$ cat src/rtl/mem_access_ctrl.sv
`default_nettype none
// ============================================================================
// Module      : mem_access_ctrl
// Description : Serialised single-word read/write controller in front of
//               main_memory; optional alignment fault with MEM_ALIGN_CHECK_EN.
// Revision    : 1.0 - initial release
// ============================================================================
module mem_access_ctrl #(
    parameter int RD_LATENCY = 1
) (
    input  logic        clk,
    input  logic        rst,
    input  logic        req,
    input  logic        req_we,
    input  logic [31:0] req_addr,
    input  logic [31:0] req_wdata,
    output logic        req_ready,
    output logic        resp_valid,
    output logic [31:0] resp_rdata,
    output logic        resp_err,
    output logic [31:0] mem_address,
    output logic [31:0] mem_data_in,
    output logic        mem_rd,
    output logic        mem_wr,
    input  logic [31:0] mem_data_out
);

    localparam logic [2:0] S_IDLE  = 3'd0;
    localparam logic [2:0] S_READ  = 3'd1;
    localparam logic [2:0] S_WAIT  = 3'd2;
    localparam logic [2:0] S_WRITE = 3'd3;
    localparam logic [2:0] S_RESP  = 3'd4;

    localparam logic [1:0] c_cnt_load = 2'(RD_LATENCY - 1);

    logic [2:0]  r_state;
    logic [1:0]  r_cnt;
    logic        r_req_ready;
    logic        r_resp_valid;
    logic        r_resp_err;
    logic [31:0] r_resp_rdata;
    logic [31:0] r_mem_address;
    logic [31:0] r_mem_data_in;
    logic        r_mem_rd;
    logic        r_mem_wr;
    logic        w_misaligned;

`ifdef MEM_ALIGN_CHECK_EN
    assign w_misaligned = |req_addr[1:0];
`else
    assign w_misaligned = 1'b0;
`endif

    always_ff @(posedge clk) begin
        if (rst) begin
            r_state       <= S_IDLE;
            r_cnt         <= 2'd0;
            r_req_ready   <= 1'b1;
            r_resp_valid  <= 1'b0;
            r_resp_err    <= 1'b0;
            r_resp_rdata  <= 32'd0;
            r_mem_address <= 32'd0;
            r_mem_data_in <= 32'd0;
            r_mem_rd      <= 1'b0;
            r_mem_wr      <= 1'b0;
        end else begin
            // Strobes and the response pulse are single-cycle unless re-armed below.
            r_mem_rd     <= 1'b0;
            r_mem_wr     <= 1'b0;
            r_resp_valid <= 1'b0;
            r_resp_err   <= 1'b0;
            case (r_state)
                S_IDLE: begin
                    if (req) begin
                        r_mem_address <= req_addr;
                        r_mem_data_in <= req_wdata;
                        r_req_ready   <= 1'b0;
                        if (w_misaligned) begin
                            r_state      <= S_RESP;
                            r_resp_valid <= 1'b1;
                            r_resp_err   <= 1'b1;
                        end else if (req_we) begin
                            r_state  <= S_WRITE;
                            r_mem_wr <= 1'b1;
                        end else begin
                            r_state  <= S_READ;
                            r_mem_rd <= 1'b1;
                        end
                    end
                end
                S_READ: begin
                    r_state <= S_WAIT;
                    r_cnt   <= c_cnt_load;
                end
                S_WAIT: begin
                    if (r_cnt == 2'd0) begin
                        r_resp_rdata <= mem_data_out;
                        r_resp_valid <= 1'b1;
                        r_state      <= S_RESP;
                    end else begin
                        r_cnt <= r_cnt - 2'd1;
                    end
                end
                S_WRITE: begin
                    r_resp_valid <= 1'b1;
                    r_state      <= S_RESP;
                end
                S_RESP: begin
                    r_req_ready <= 1'b1;
                    r_state     <= S_IDLE;
                end
                default: begin
                    r_req_ready <= 1'b1;
                    r_state     <= S_IDLE;
                end
            endcase
        end
    end

    assign req_ready   = r_req_ready;
    assign resp_valid  = r_resp_valid;
    assign resp_rdata  = r_resp_rdata;
    assign resp_err    = r_resp_err;
    assign mem_address = r_mem_address;
    assign mem_data_in = r_mem_data_in;
    assign mem_rd      = r_mem_rd;
    assign mem_wr      = r_mem_wr;

endmodule
`default_nettype wire

$ cat config.mk
export PLATFORM = sky130hd
export DESIGN_NAME = mem_access_ctrl
export DESIGN_NICKNAME = d
export VERILOG_FILES = /design/src/rtl/mem_access_ctrl.sv
export SDC_FILE = /design/constraint.sdc
export NUM_CORES = 1
export LEC_CHECK = 0
export CAP_MARGIN = 0
export CORE_MARGIN = 2
export CORE_UTILIZATION = 35
export CTS_CLUSTER_DIAMETER = 200
export DETAILED_ROUTE_END_ITERATION = 8
export GPL_TIMING_DRIVEN = 0
export MAX_ROUTING_LAYER = met4
export PLACE_DENSITY = 0.76
export SYNTH_ARGS = -nofsm -noshare
export SYNTH_HDL_FRONTEND = slang
export SYNTH_SLANG_ARGS = --single-unit
$ cat constraint.sdc
create_clock -name clk -period 1.4 [get_ports clk]
set_clock_uncertainty 0.1 [all_clocks]
set_input_delay 0.21 -clock clk [delete_from_list [all_inputs] [get_ports clk]]
set_output_delay 0.21 -clock clk [all_outputs]
set_load 0.01 [all_outputs]
==> metrics, run 1 <==
outcome finished, violations left; failing checks negative setup slack; final hold violation count 0; CP Cell Sequence clkdlybuf4s50_1 > or4b_4 > buf_12 > buf_8 > nand2_1 > a21oi_1; fin. max-slew vios 0; Core Region 10,320 um2; WP buf/inv 3; Root Driver clkbuf_8; Mapped Area 3707 um2; Max Freq 0.6075 GHz; delay-heaviest family, CP buffers and inverters; MaxCap Viol Count 0; final period utilization 1.176; drt via density 4.806; RSZ-0062 raised after global routing true; Post-synth top flop dfxtp_1; DP Wirelength 8167 um; worst hold path depth 2; Routed Antenna Nets 0; Diodes inserted 0; Avg WL per Cell 14.81 um; Synth area leaders dfxtp_1 57%, nand2_1 20%, a21oi_1 13%; top post-synthesis cells by count 194 x nand2_1, 105 x dfxtp_1, 98 x a21oi_1; hold path start rst; GR Overflow Total 0; setup ws final -246.0 ps; share of cells above drive strength 1 0.2003; Worst slew margin 0.5474; top cell type's share of synthesized area 0.5670; Layout area overhead 79.01%; asr flop ratio synth 0; crit-path max FO 8; # fillers 858; leading area contributor after synthesis dfxtp_1; most common cell in the synthesized netlist nand2_1; RR Endpoint mem_address[18]$_SDFFE_PP0P_; CP startpoint kind input port; antenna violations before repair 0; r2r setup slk -240 ps; Crit path largest cell delay 540 ps; syn_area_per_cell 8.095 um2; synthesized instance count 458; # IOs 201; largest net degree at the start of global routing 18; die area 11,430 um2; Setup CP Type in -> reg; min cycle time layout 1646 ps; CTS Buffer Depth 2; Cell Pwr Density 1054 nW/um2; Slew @ Worst Pin 678.9 ps; Peak VDD IR 0.0005613 V; global-route wire length before repair 18,210 um; Final setup viols 99; DIE WIDTH 106.9 um; CTS tree yes; vias post-DR 3,989; PortBufs 198; Hold Crit Class in -> reg; row count 37; Critical Path End Type flop; H-Tree Depth 3; gr usage total 0.2058; drc violations 0; Util after Layout 0.6428; crit path DAT 1770 ps; Worst Reg-to-Reg Cells 5; Synth cell types 24; slowest cell on the critical path clkdlybuf4s50_1; clock slew at reported path FFs 90 ps; Post-synth EDFFs 0; register area share after synthesis 0.5670; Die H 106.9 um; synth warn 0; final net count 790; vias in the first global route 3,874; Post-DP Area 5901 um2; worst reg2reg startpoint r_state[1]$_SDFFE_PP0P_; Worst-Skew Late Latency 350 ps; total CTS buffers 9; FF+latch count, synth 105; WHS Endpoint r_state[0]$_SDFFE_PP0P_; Data required, critical path 1520 ps; static leakage 2.916 nW; Sink Count 105; Syn Nets 559; initial DRC count 222; Initial Util 0.3591; post-route cell area 6636 um2; Pre-Repair DR Iteration Count 4; Post-Route WL 12,290 um; routability cong. 0.7814
==> where the power goes <==
group | leakage [nW] | internal [W] | switching, W | total, W
clock network | 0.0749 | 0.000651 | 0.00105 | 0.00170
logic | 1.98 | 0.00102 | 0.000907 | 0.00193
registers | 0.862 | 0.00323 | 0.000144 | 0.00337
total | 2.92 | 0.00490 | 0.00210 | 0.00700
==> flip-flops by register name (all words and copies together), names as in the netlist <==
signal and count:
resp_valid 1, r_state 3, resp_rdata 32, mem_wr 1
mem_rd 1, req_ready 1, mem_address 32, r_cnt 2
mem_data_in 32
==> stage by stage <==
step                      std cells  setup TNS (ps)  setup slack [ps]  hold slack, ps  total power [W]
after global placement          792          -37930            -525.7           338.8         0.004997
after CTS                       828          -12780            -198.4           69.00         0.006873
after detailed placement        792          -39180            -543.2           345.7         0.005041
final                           830          -13160            -246.0           120.0         0.006998
after global routing            830          -18310            -311.8           130.5         0.007346
after floorplan                 458           -3254            -69.25           189.3         0.004132
==> layout by cell type, fill, tap and decap left out, types with 3 or more instances in the layout <==
| master | instances |
|---|---|
| nand2_1 | 162 |
| clkdlybuf4s50_1 | 98 |
| dfxtp_1 | 97 |
| dlygate4sd2_1 | 97 |
| a21oi_1 | 70 |
| a21oi_2 | 28 |
| nand2_4 | 21 |
| buf_6 | 15 |
| buf_4 | 13 |
| clkbuf_1 | 12 |
| clkbuf_8 | 11 |
| nand2_2 | 11 |
| dfxtp_2 | 7 |
| buf_8 | 6 |
| clkinvlp_4 | 4 |
| clkbuf_4 | 3 |
==> how the worst max path moves through the flow <==
stage | start | end | slack (ps) | depth (start not counted)
after global routing | r_state[1]$_SDFFE_PP0P_ | mem_address[18]$_SDFFE_PP0P_ | -310 | 6
after CTS | r_state[1]$_SDFFE_PP0P_ | mem_address[12]$_SDFFE_PP0P_ | -200 | 5
after global placement | req | mem_address[22]$_SDFFE_PP0P_ | -530 | 5
final | req | mem_address[18]$_SDFFE_PP0P_ | -250 | 6
after floorplan | r_state[1]$_SDFFE_PP0P_ | mem_address[0]$_SDFFE_PP0P_ | -70 | 5
after detailed placement | req | mem_address[27]$_SDFFE_PP0P_ | -540 | 5
==> final cells by class <==
type                       count  area [um2]  area share
clock buffer                  10       127.6     0.01923
timing repair buffer         220        2123      0.3199
buffer                        36       317.8     0.04789
multi-input combinational    314        1728      0.2604
clock inverter                 6       43.79    0.006599
tap                          136       170.2     0.02564
sequential                   105        2115      0.3186
inverter                       3       11.26    0.001697
==> logic make-up (layout without fill, tap and decap cells) <==
logic type      count (synthesis)  count (layout)  synth area share
compound gates                103             103            0.1438
flops                         105             105            0.5670
simple gates                  209             209            0.2258
buf+inv                        39             275           0.05906
fa+ha+maj                       1               1          0.003374
other cells                     1               1          0.001012
==> timing repair <==
item / CTS / global route
buffers inserted: 10 / 1
hold buffers: 0 / 0
setup endpoints to repair: 198 / 102
resized for setup: 172 / 72
pin swaps: 29 / 25
cloned: 10 / 2
==> routing by layer <==
layer / global-route usage / share of wire / vias up
met5: - / 0 / -
met4: 0.07792 / 0.024 / 0
met3: 0.03708 / 0.060 / 35
met2: 0.3553 / 0.49 / 169
met1: 0.2389 / 0.42 / 1840
li1: - / - / 1945
(Power assumes the default switching activity.)
==> run 2: changes to the inputs <==
CELL_PAD_IN_SITES_DETAIL_PLACEMENT = 0   (was default)
CELL_PAD_IN_SITES_GLOBAL_PLACEMENT = 1   (was default)
CORE_UTILIZATION = 24   (was 35)
PLACE_DENSITY = default   (was 0.76)
PLACE_DENSITY_LB_ADDON = 0.1   (was default)
==> run 2 against run 1 <==
The flow still finishes with violations (negative setup slack). Clock power grew 42%. Non-clock buffer count shrank 6. Worst setup slack gained 70 ps. Critical path depth shrank 1. Design area grew 1.6%. Power grew 9.8%. Fmax grew 4.4%. Critical path type is now reg -> reg. Critical endpoint is now mem_address[5]$_SDFFE_PP0P_. Largest cell class unchanged.
==> metrics, run 2 (synthesized netlist as in run 1, its figures left out) <==
DIE WIDTH 128.3 um; routability cong. 0.6916; Post-Layout Cell Count 875; CTS tree yes; CTS Buffer Depth 2; Worst Reg-to-Reg Cells 5; register area 2111 um2; setup ws final -176.0 ps; share of cells above drive strength 1 0.1645; Crit path largest cell delay 540 ps; CP Cell Sequence or4b_4 > buf_12 > clkbuf_16 > nand2_2 > a21oi_1; slowest cell on the critical path or4b_4; Avg WL per Cell 14.60 um; drc violations 0; Core Region 15,150 um2; worst reg2reg startpoint r_state[1]$_SDFFE_PP0P_; PortBufs 198; Setup CP Type reg -> reg; # fillers 1,560; Cells after DPL 844; RR Endpoint mem_address[5]$_SDFFE_PP0P_; multi-input logic area 1630 um2; crit path DAT 1680 ps; Root Driver clkbuf_16; DP Wirelength 8939 um; Slew @ Worst Pin 617.8 ps; total CTS buffers 9; Post-DP Area 5966 um2; antenna violations before repair 0; Diodes inserted 0; MaxCap Viol Count 0; min cycle time layout 1576 ps; Cell Pwr Density 1139 nW/um2; vias post-DR 3,820; Peak VDD IR 0.0005123 V; Sink Count 105; GR Overflow Total 0; Max Freq 0.6345 GHz; largest net degree at the start of global routing 16; H-Tree Depth 3; commonest non-fill, non-tap cell in the layout nand2_1; gr usage total 0.1559; Post-Route WL 12,780 um; Die H 128.3 um; Final setup viols 100; Routed Antenna Nets 0; WHS Endpoint r_state[0]$_SDFFE_PP0P_; final net count 784; crit path from r_state[1]$_SDFFE_PP0P_; r2r setup slk -180 ps; outcome finished, violations left; final hold violation count 0; CP startpoint kind flop; Critical Path End Type flop; CTS Hold Bufs 0; commonest non-fill, non-tap cells in the layout 172 x nand2_1, 102 x dfxtp_1, 100 x dlygate4sd2_1; static leakage 2.933 nW; failing checks negative setup slack; Worst slew margin 0.5881; crit-path max FO 8; worst hold path depth 2; fin. max-slew vios 0; Hold Crit Class in -> reg; Data required, critical path 1510 ps; Layout area overhead 81.91%; RSZ-0062 raised after global routing true; hold path start rst; drt via density 4.366; # IOs 201; Worst-Skew Late Latency 340 ps; final period utilization 1.126; die area 16,460 um2; initial DRC count 89; Pre-Repair DR Iteration Count 4; Initial Util 0.2448; vias in the first global route 3,769; row count 45; clock slew at reported path FFs 70 ps; global-route wire length before repair 19,290 um; post-route cell area 6744 um2
## run 2: changes by cell type in the layout (fill, tap and decap cells not counted), moves of 4 or more
| cell | before | now |
|---|---|---|
| clkbuf_8 | 11 | 4 |
| dfxtp_2 | 7 | 1 |
| a21oi_1 | 70 | 77 |
| buf_8 | 6 | 10 |
| nand2_4 | 21 | 8 |
| buf_6 | 15 | 8 |
| a21oi_2 | 28 | 21 |
| dfxtp_1 | 97 | 102 |
| buf_4 | 13 | 9 |
| clkbuf_16 | 2 | 16 |
| nand2_1 | 162 | 172 |
## run 2: area by class of cell
type / count / share of cell area
Sequential cell: 105 / 0.3130
Clock inverter: 2 / 0.001855
Clock buffer: 13 / 0.04007
Multi-Input combinational cell: 314 / 0.2417
Buffer: 35 / 0.05455
Inverter: 3 / 0.001670
Timing Repair Buffer: 215 / 0.3122
Tap cell: 188 / 0.03488
## run 2: where the power goes
group / switching [W] / total [W] / internal [W]
sequential: 0.000126 / 0.00335 / 0.00323
combinational: 0.000876 / 0.00191 / 0.00104
clock: 0.00108 / 0.00242 / 0.00134
total: 0.00208 / 0.00768 / 0.00560
## run 2: through the flow
stage,TNS (ps),hold slack [ps],total power [W],worst slack (ps),util
2_1_floorplan,-3254,189.3,0.004132,-69.25,-
3_3_place_gp,-41820,341.9,0.005055,-623.8,0.3939
3_5_place_dp,-43850,346.3,0.005072,-624.7,0.3939
4_1_cts,-14130,118.5,0.007645,-188.3,0.4250
5_1_grt,-19180,131.6,0.008124,-231.4,0.4453
6_report,-12550,124.1,0.007681,-176.0,0.4453
## run 2: worst max path at each step
stage | to | slack [ps] | cells after the start
after floorplan | mem_address[0]$_SDFFE_PP0P_ | -70 | 5
after global placement | mem_address[27]$_SDFFE_PP0P_ | -620 | 5
after detailed placement | mem_address[24]$_SDFFE_PP0P_ | -620 | 5
after CTS | mem_data_in[26]$_SDFFE_PP0P_ | -190 | 5
after global routing | mem_data_in[15]$_SDFFE_PP0P_ | -230 | 5
final | mem_address[5]$_SDFFE_PP0P_ | -180 | 5
## run 2: layer usage
layer | track usage | vias up | wire length [um]
met4 | 0.05624 | 0 | 184
met2 | 0.2456 | 122 | 6012
met5 | - | - | 0
met1 | 0.1929 | 1753 | 5755
li1 | - | 1934 | -
met3 | 0.04090 | 11 | 823
## run 2: critical path, delay by kind of cell (launching register included)
family | cells | cell delay (ps)
and+or+nand+nor | 2 | 600
DFF | 1 | 350
AOI/OAI and AO/OA | 1 | 50
buffers and inverters | 2 | 340
## run 2: repair_timing
| item | CTS | global route |
|---|---|---|
| cloned | 3 | 5 |
| setup buffers | 6 | 4 |
| resized for setup | 159 | 50 |
| pin swaps | 10 | 17 |
| endpoints found under the setup margin | 199 | 101 |
